**config.mk**
```make
export PLATFORM = sky130hd
export DESIGN_NAME = cam_pipelined_ternary
export DESIGN_NICKNAME = d
export VERILOG_FILES = /design/src/rtl/cam_pipelined_ternary_pkg.sv /design/src/rtl/cam_prio_enc.sv /design/src/rtl/cam_pipelined_ternary.sv
export SDC_FILE = /design/constraint.sdc
export NUM_CORES = 1
export LEC_CHECK = 0
export CAP_MARGIN = 5
export CELL_PAD_IN_SITES_DETAIL_PLACEMENT = 0
export CELL_PAD_IN_SITES_GLOBAL_PLACEMENT = 2
export CORE_MARGIN = 5
export CORE_UTILIZATION = 49
export CTS_CLUSTER_SIZE = 30
export DETAILED_ROUTE_END_ITERATION = 6
export PLACE_DENSITY = 0.95
export SLEW_MARGIN = 40
export SYNTH_ARGS = -nofsm -noshare
export SYNTH_HDL_FRONTEND = slang
export SYNTH_SLANG_ARGS = --single-unit
```
**constraint.sdc**
```tcl
create_clock -name CLK -period 8.3 [get_ports CLK]
set_input_delay 0.83 -clock CLK [delete_from_list [all_inputs] [get_ports CLK]]
set_output_delay 0.83 -clock CLK [all_outputs]
set_load 0.05 [all_outputs]
```
**src/rtl/cam_pipelined_ternary_pkg.sv**
```systemverilog
// cam_pipelined_ternary_pkg: shared types, sizing and helpers for the ternary CAM.
package cam_pipelined_ternary_pkg;
  typedef enum logic {IDLE = 1'b0, SWEEP = 1'b1} state_e;
  localparam int CAM_ADDR_WIDTH = 4;
  localparam int CAM_DEPTH = 2 ** CAM_ADDR_WIDTH;
  function automatic int clog2(input int n);
    int r;
    r = 0;
    while ((1 << r) < n) r++;
    return r;
  endfunction
endpackage

```
**src/rtl/cam_prio_enc.sv**
```systemverilog
// cam_prio_enc: lowest-index priority encoder with any/multiple flags.
module cam_prio_enc
  import cam_pipelined_ternary_pkg::*;
#(
  parameter int N = CAM_DEPTH,
  parameter int W = (clog2(N) > 0) ? clog2(N) : 1
) (
  input  logic [N-1:0] vec,
  output logic         any,
  output logic [W-1:0] index,
  output logic         multiple
);
  always_comb begin
    index = '0;
    for (int i = N - 1; i >= 0; i--) index = vec[i] ? W'(i) : index;
  end
  assign any      = |vec;
  // clearing the lowest set bit leaves something only if two or more were set
  assign multiple = |(vec & (vec - N'(1)));
endmodule

```
**src/rtl/cam_pipelined_ternary.sv**
```systemverilog
// cam_pipelined_ternary: register-based ternary CAM with flush sweep and a
// two-stage lookup pipeline (hit vector, then priority encode).
module cam_pipelined_ternary
  import cam_pipelined_ternary_pkg::*;
#(
  parameter int C_ADDR_WIDTH = CAM_ADDR_WIDTH,
  parameter int C_DATA_WIDTH = 16,
  parameter int C_TERNARY    = 1
) (
  input  logic                    CLK,
  input  logic                    RST,
  input  logic                    WE,
  input  logic                    WR_VALID,
  input  logic [C_ADDR_WIDTH-1:0] WR_ADDR,
  input  logic [C_DATA_WIDTH-1:0] DIN,
  input  logic [C_DATA_WIDTH-1:0] DATA_MASK,
  input  logic                    FLUSH,
  output logic                    BUSY,
  input  logic                    CMP_REQ,
  input  logic [C_DATA_WIDTH-1:0] CMP_DIN,
  input  logic [C_DATA_WIDTH-1:0] CMP_DATA_MASK,
  output logic                    MATCH_VALID,
  output logic                    MATCH,
  output logic [C_ADDR_WIDTH-1:0] MATCH_ADDR,
  output logic                    MULTIPLE_MATCH
);
  localparam int DEPTH = 2 ** C_ADDR_WIDTH;
  localparam logic [C_ADDR_WIDTH-1:0] LAST = C_ADDR_WIDTH'(DEPTH - 1);
  logic [C_DATA_WIDTH-1:0] key_q [DEPTH];
  logic [C_DATA_WIDTH-1:0] key_d [DEPTH];
  logic [C_DATA_WIDTH-1:0] mask_q [DEPTH];
  logic [C_DATA_WIDTH-1:0] mask_d [DEPTH];
  logic [C_DATA_WIDTH-1:0] cmp_mask;
  logic [DEPTH-1:0]        valid_q, valid_d, hit_q, hit_d;
  state_e                  state_q, state_d;
  logic [C_ADDR_WIDTH-1:0] ptr_q, ptr_d, addr_q, addr_d, enc_idx;
  logic                    req_q, req_d, mv_q, mv_d, match_q, match_d, multi_q, multi_d;
  logic                    enc_any, enc_multi, wr_en;
  assign wr_en    = WE && state_q == IDLE;
  assign cmp_mask = (C_TERNARY != 0) ? CMP_DATA_MASK : '0;
  always_comb begin
    key_d   = key_q;
    mask_d  = mask_q;
    valid_d = valid_q;
    state_d = state_q;
    ptr_d   = ptr_q;
    if (wr_en) begin
      valid_d[WR_ADDR] = WR_VALID;
      key_d[WR_ADDR]   = WR_VALID ? DIN : key_q[WR_ADDR];
      mask_d[WR_ADDR]  = WR_VALID ? ((C_TERNARY != 0) ? DATA_MASK : '0) : mask_q[WR_ADDR];
    end
    // a write accepted with FLUSH in the same cycle is wiped by the sweep that follows
    if (state_q == SWEEP) begin
      valid_d[ptr_q] = 1'b0;
      ptr_d          = (ptr_q == LAST) ? '0 : ptr_q + C_ADDR_WIDTH'(1);
      state_d        = (ptr_q == LAST) ? IDLE : SWEEP;
    end else if (FLUSH) begin
      state_d = SWEEP;
    end
  end
  always_comb begin
    hit_d = '0;
    for (int i = 0; i < DEPTH; i++)
      hit_d[i] = valid_q[i] && ~|((key_q[i] ^ CMP_DIN) & ~(mask_q[i] | cmp_mask));
  end
  cam_prio_enc #(.N(DEPTH), .W(C_ADDR_WIDTH)) u_enc (
    .vec(hit_q), .any(enc_any), .index(enc_idx), .multiple(enc_multi)
  );
  always_comb begin
    req_d   = CMP_REQ;
    mv_d    = req_q;
    match_d = req_q && enc_any;
    addr_d  = (req_q && enc_any) ? enc_idx : '0;
    multi_d = req_q && enc_multi;
  end
  always_ff @(posedge CLK) begin
    key_q  <= key_d;
    mask_q <= mask_d;
  end
  always_ff @(posedge CLK or posedge RST) begin
    if (RST) begin
      valid_q <= '0;
      state_q <= IDLE;
      ptr_q   <= '0;
      req_q   <= 1'b0;
      hit_q   <= '0;
      mv_q    <= 1'b0;
      match_q <= 1'b0;
      addr_q  <= '0;
      multi_q <= 1'b0;
    end else begin
      valid_q <= valid_d;
      state_q <= state_d;
      ptr_q   <= ptr_d;
      req_q   <= req_d;
      hit_q   <= hit_d;
      mv_q    <= mv_d;
      match_q <= match_d;
      addr_q  <= addr_d;
      multi_q <= multi_d;
    end
  end
  assign BUSY           = state_q == SWEEP;
  assign MATCH_VALID    = mv_q;
  assign MATCH          = match_q;
  assign MATCH_ADDR     = addr_q;
  assign MULTIPLE_MATCH = multi_q;
endmodule

```
Yosys cells after proc, flatten, opt, wreduce, memory -nomap -nowiden
Cells that the tools add are included.
Widths: inputs -> output; s select.
{"block": "word_totals", "regBits": 557, "latchBits": 0, "ramBits": 0, "romBits": 0, "input_bits": 74, "out_inout_bits": 8, "mem_count": 0}
{"block": "op_classes", "add_sub_neg": 2, "mul": 0, "n_div": 0, "magnitude_cmp": 6, "n_eq_ne": 1, "shifts": 0, "muxes": 40, "n_bitwise": 69, "n_reduce_logical": 56}
{"op": "$bwmux 256", "n": 2}
{"op": "$and 16x16->16", "n": 18}
{"op": "$reduce_or 16->1", "n": 18}
{"op": "$not 16->16", "n": 17}
{"op": "$or 16x16->16", "n": 16}
{"op": "$xor 16x16->16", "n": 16}
{"op": "$mux 16", "n": 9}
{"op": "$bmux 16 s4", "n": 2}
{"op": "$mux 4", "n": 18}
{"op": "$demux 16 s4", "n": 1}
{"op": "$logic_and 1x1->1", "n": 22}
{"op": "$bwmux 16", "n": 1}
{"op": "$logic_not 1->1", "n": 16}
{"op": "$sub 16x1->16 const B", "n": 1}
{"op": "$lt 4x5->1 const B", "n": 2}
{"op": "$demux 1 s4", "n": 2}
{"op": "$ge 4x1->1 const B", "n": 2}
{"op": "$ge 5x5->1 const B", "n": 1}
{"op": "$lt 5x1->1 const B", "n": 1}
{"op": "$mux 1", "n": 5}
{"op": "$not 4->5", "n": 1}
{"op": "$add 4x1->4 const B", "n": 1}
{"op": "$eq 4x4->1 const B", "n": 1}
{"op": "$not 1->1", "n": 1}

Depth between registers and ports, before layout
{"block": "depth", "word_depth": 17, "ltp_mapped": 7, "ltp_nobuf": 5}

Cells and area by module
Synthesis repeated with hierarchy kept, for this count alone.
{"block": "unflattened", "cells_unflattened": 1820, "area_unflattened_um2": 26267.7}
{"module": "cam_pipelined_ternary", "n_inst": 1, "cells_per_inst": 1769, "area_per_inst_um2": 25941.1, "seq_area_each_um2": 16500.8}
{"module": "cam_prio_enc", "n_inst": 1, "cells_per_inst": 51, "area_per_inst_um2": 326.6, "seq_area_each_um2": 0.0}

Worst setup path before layout
OpenSTA, ideal clock, no wires.
{"block": "synth_path", "path_kind": "input to register", "startpoint": "in WR_ADDR[0]", "endpoint": "reg valid_q[2]", "setup_time_ns": 0.141, "t_arrival_ns": 4.215, "required_ns": 8.159, "slack_ns": 3.944, "path_stages": 7, "path_buffers": 3, "path_cell_list": "buf_2 > buf_6 > buf_6 > nand4bb_1 > nor3_1 > mux2i_1 > a31oi_1"}
{"block": "synth_via", "elab_chain_cells": 8}
{"element": "from (decl)", "line_no": "cam_pipelined_ternary.sv:14", "source": "input logic [C_ADDR_WIDTH-1:0] WR_ADDR,"}
{"element": "$lt 4x5->1 (implied by the code) / $ge 4x1->1 (equally long branches)", "line_no": "cam_pipelined_ternary.sv:48", "source": "valid_d[WR_ADDR] = WR_VALID;"}
{"element": "$logic_and 1x1->1 (implied by the code)", "line_no": "cam_pipelined_ternary.sv:48"}
{"element": "$mux 1 (implied by the code)", "line_no": "cam_pipelined_ternary.sv:48"}
{"element": "$demux 1 s4 *", "line_no": "cam_pipelined_ternary.sv:48"}
{"element": "$bwmux 16 *", "line_no": "cam_pipelined_ternary.sv:48"}
{"element": "$mux 16 *", "line_no": "cam_pipelined_ternary.sv:47", "source": "if (wr_en) begin"}
{"element": "$and 16x16->16 (no line)"}
{"element": "$mux 16 *", "line_no": "cam_pipelined_ternary.sv:53", "source": "if (state_q == SWEEP) begin"}
{"element": "named net valid_d[2]", "line_no": "cam_pipelined_ternary.sv:34", "source": "logic [DEPTH-1:0] valid_q, valid_d, hit_q, hit_d;"}
{"element": "to (signal assigned)", "line_no": "cam_pipelined_ternary.sv:92", "source": "valid_q <= valid_d;"}
{"element": "to (decl)", "line_no": "cam_pipelined_ternary.sv:34"}
Mark *: on every way through the listed nets, which the timed path passes. The rest lies on a longest branch.
A chain may end at the register's enable or synchronous reset.

Worst setup path after layout
{"block": "layout_path", "startpoint": "in WR_ADDR[0]", "endpoint": "reg valid_q[7]"}
Same word-level chain as after synthesis.

==> results.toml <==
[run_status]
outcome = "finished, final reports clean"

[power]
internal-power_w = 0.00494
power_switching_w = 0.00154
swShare_pct = 23.8
pwr-share-clk_pct = 40.6
leakage_nw = 9.08
power_frac_seq_pct = 49.3
ir_worst_vdd_mv = 0.152
power_density_nw_per_um2 = 219
combPwrFrac_pct = 10.1

[layout]
final_cell_mix = "512 x edfxtp_1, 261 x nor3_1, 257 x xnor2_1"
layout-drive-gt1-share_pct = 20.7
areaGrowthSynthToFinish_pct = 13.1
final_common_cell = "edfxtp_1"
finalNetCount = 1834
stdcell_area_sq_um = 29500
layout.cells.non_filler = 2491
antenna_cells = 0

[sta]
final-hold-violation-count = 0
slew_headroom_pct = 37.1
finalSetupViolCount = 0
min_period_ns = 3.57
min_period_over_period_pct = 43.0
tightest_slew_ns = 0.935
hold_ws_ns = 0.445
finClkSkew_ns = 0.0253
max_freq_ghz = 0.280
setup_tns_ns = 0
rsz0062_at_grt = "false"
slew_violations = 0

[grt]
antenna_found_initial = 2
grt_max_degree = 56
globalRouteOverflowTotal = 0
grt_pass1_vias = 16200
grtUsageTotal_pct = 25.6
grt_pass1_wl_mm = 108

[floorplanning]
core_sq_um = 52700
dieHeight_um = 241
initial_core_util_pct = 49.6
die_area_sq_um = 58000
ios = 82
rows = 84
chipWidth_um = 241

[synth]
synth.area.mux_share_pct = 14.4
synth_top_family_by_area = "multiplexers"
yosys.area_share.adder_pct = 0.268
synthXorXnorAreaFrac_pct = 8.62
synth.distinct_cells = 43
synthSimpleGateAreaFrac_pct = 7.85
synth-async-reset-ratio_pct = 8.08
synth_compound_area_share_pct = 2.98
syn_nets = 1784
yosysWarnings = 0
synth_flop_cell = "edfxtp_1"
avgSynthCellArea_sq_um = 15.3
ys_ff_latch = 557
syn-cell-area_sq_um = 26100
syn_inst = 1706
yosysSeqAreaShare_pct = 63.2
synth_edf_count = 512

[detailed_routing]
vias_per_cell = 6.45
ant_nets = 0
wirelength_mm = 74.7
drcViolationCount = 0
drt_iter0_markers = 2091
vias = 16100
wl_per_cell_um = 30.0
drt_first_pass_iters = 5

[clock_network]
clk_pin_slew_ns = 0.06
cts_hold_buf = 0
ctsRootBufferMaster = "clkbuf_16"
postCtsSetupBuffers = 0
clk_latency_ns = 0.63
h-tree-depth = 2
cts_tree = "yes"
cts_resized = 0
cts_made_buffers = 57
clockBufferDepth = 3
clock-sinks = 557

[place]
gp_congestion = 0.966
dp_cells = 2385
place_hpwl_mm = 48.6
place_area_sq_um = 27600
io_buffers = 81

[min_path]
min-delay-path-class = "reg2reg"

[worst_setup_path]
startpoint_type = "input pin"
crit_required_ns = 8.79
end_kind = "flip-flop"
critPathArrivalTime_ns = 4.06
critical_path.max_fanout = 55
critPathKind = "in2reg"

[job]
drv_cap = 0
==> power groups by stage <==
stage	combinational, W	sequential [W]	clock [W]
finish	0.000656	0.00319	0.00263
global route	0.000702	0.00319	0.00277
CTS	0.000652	0.00319	0.00265
detailed placement	0.000647	0.00325	0
global placement	0.000630	0.00325	0
floorplan	0.000422	0.00325	0
==> synthesized netlist by cell type, types with 36 or more instances <==
cell,instances,area share [%]
clkbuf_1,59,0.85
a21oi_1,37,0.71
inv_1,39,0.56
mux2_2,64,2.8
edfxtp_1,512,59
mux4_2,128,11
xnor2_1,257,8.6
nor3_1,265,5.1
dfrtp_1,45,4.3
nor2_1,36,0.52
nor4_1,51,1.2
==> flip-flops by register name (all words and copies together), names as in the netlist <==
| name | flops |
|---|---|
| MULTIPLE_MATCH | 1 |
| mask_q | 256 |
| ptr_q | 4 |
| key_q | 256 |
| BUSY | 1 |
| MATCH_ADDR | 4 |
| valid_q | 16 |
| hit_q | 16 |
| MATCH_VALID | 1 |
| MATCH | 1 |
| mv_d | 1 |
==> cells by family (layout without fill, tap and decap cells) <==
kind of cell / count (synthesis) / after routing
compound gates: 123 / 123
flops: 557 / 557
buf+inv: 157 / 254
simple gates: 398 / 398
xor+xnor: 257 / 257
mux: 208 / 208
fa+ha+maj: 6 / 6
==> per-stage QoR <==
| step | util (%) | power, W | worst slack (ns) |
|---|---|---|---|
| floorplan | - | 0.00367 | 3.94 |
| global placement | 52.3 | 0.00388 | 3.75 |
| detailed placement | 52.4 | 0.00389 | 4.06 |
| CTS | 56.1 | 0.00649 | 4.69 |
| global route | 56.1 | 0.00666 | 4.49 |
| finish | 56.1 | 0.00647 | 4.73 |
==> layout make-up <==
| type | count | area [sq um] |
|---|---|---|
| clock inverters | 34 | 367 |
| clock buffers | 72 | 1560 |
| inverters | 39 | 146 |
| well taps | 688 | 861 |
| flip-flops and latches | 557 | 16500 |
| multi-input cells | 992 | 9170 |
| fillers | 4029 | 23100 |
| repair buffers | 109 | 938 |
==> worst max-delay path, stage by stage <==
cell,delay (ns)
clkbuf_8,0.54
buf_6,0.63
nand4b_1,0.49
nor2_4,0.56
buf_4,0.52
mux2i_1,0.24
a31oi_1,0.05
==> per-layer routing <==
metal / global-route usage, % / wire [um]
met3: 5.07 / 7720
met4: 11.4 / 3580
met1: 34.5 / 27900
met5: 0 / 13
met2: 40.9 / 35500
==> final timing paths <==
kind / startpoint / endpoint / slack, ns / depth (start not counted)
min: mv_d / MATCH_VALID / 0.44 / 0
max in group asynchronous: RST / MATCH_ADDR[3] / 7.25 / 3
max reg2reg: BUSY / key_q[124] / 5.46 / 4
max: WR_ADDR[0] / valid_q[7] / 4.73 / 7
min in group asynchronous: RST / BUSY / 0.65 / 3
min reg2reg: mv_d / MATCH_VALID / 0.44 / 0
(Power assumes the default switching activity.)
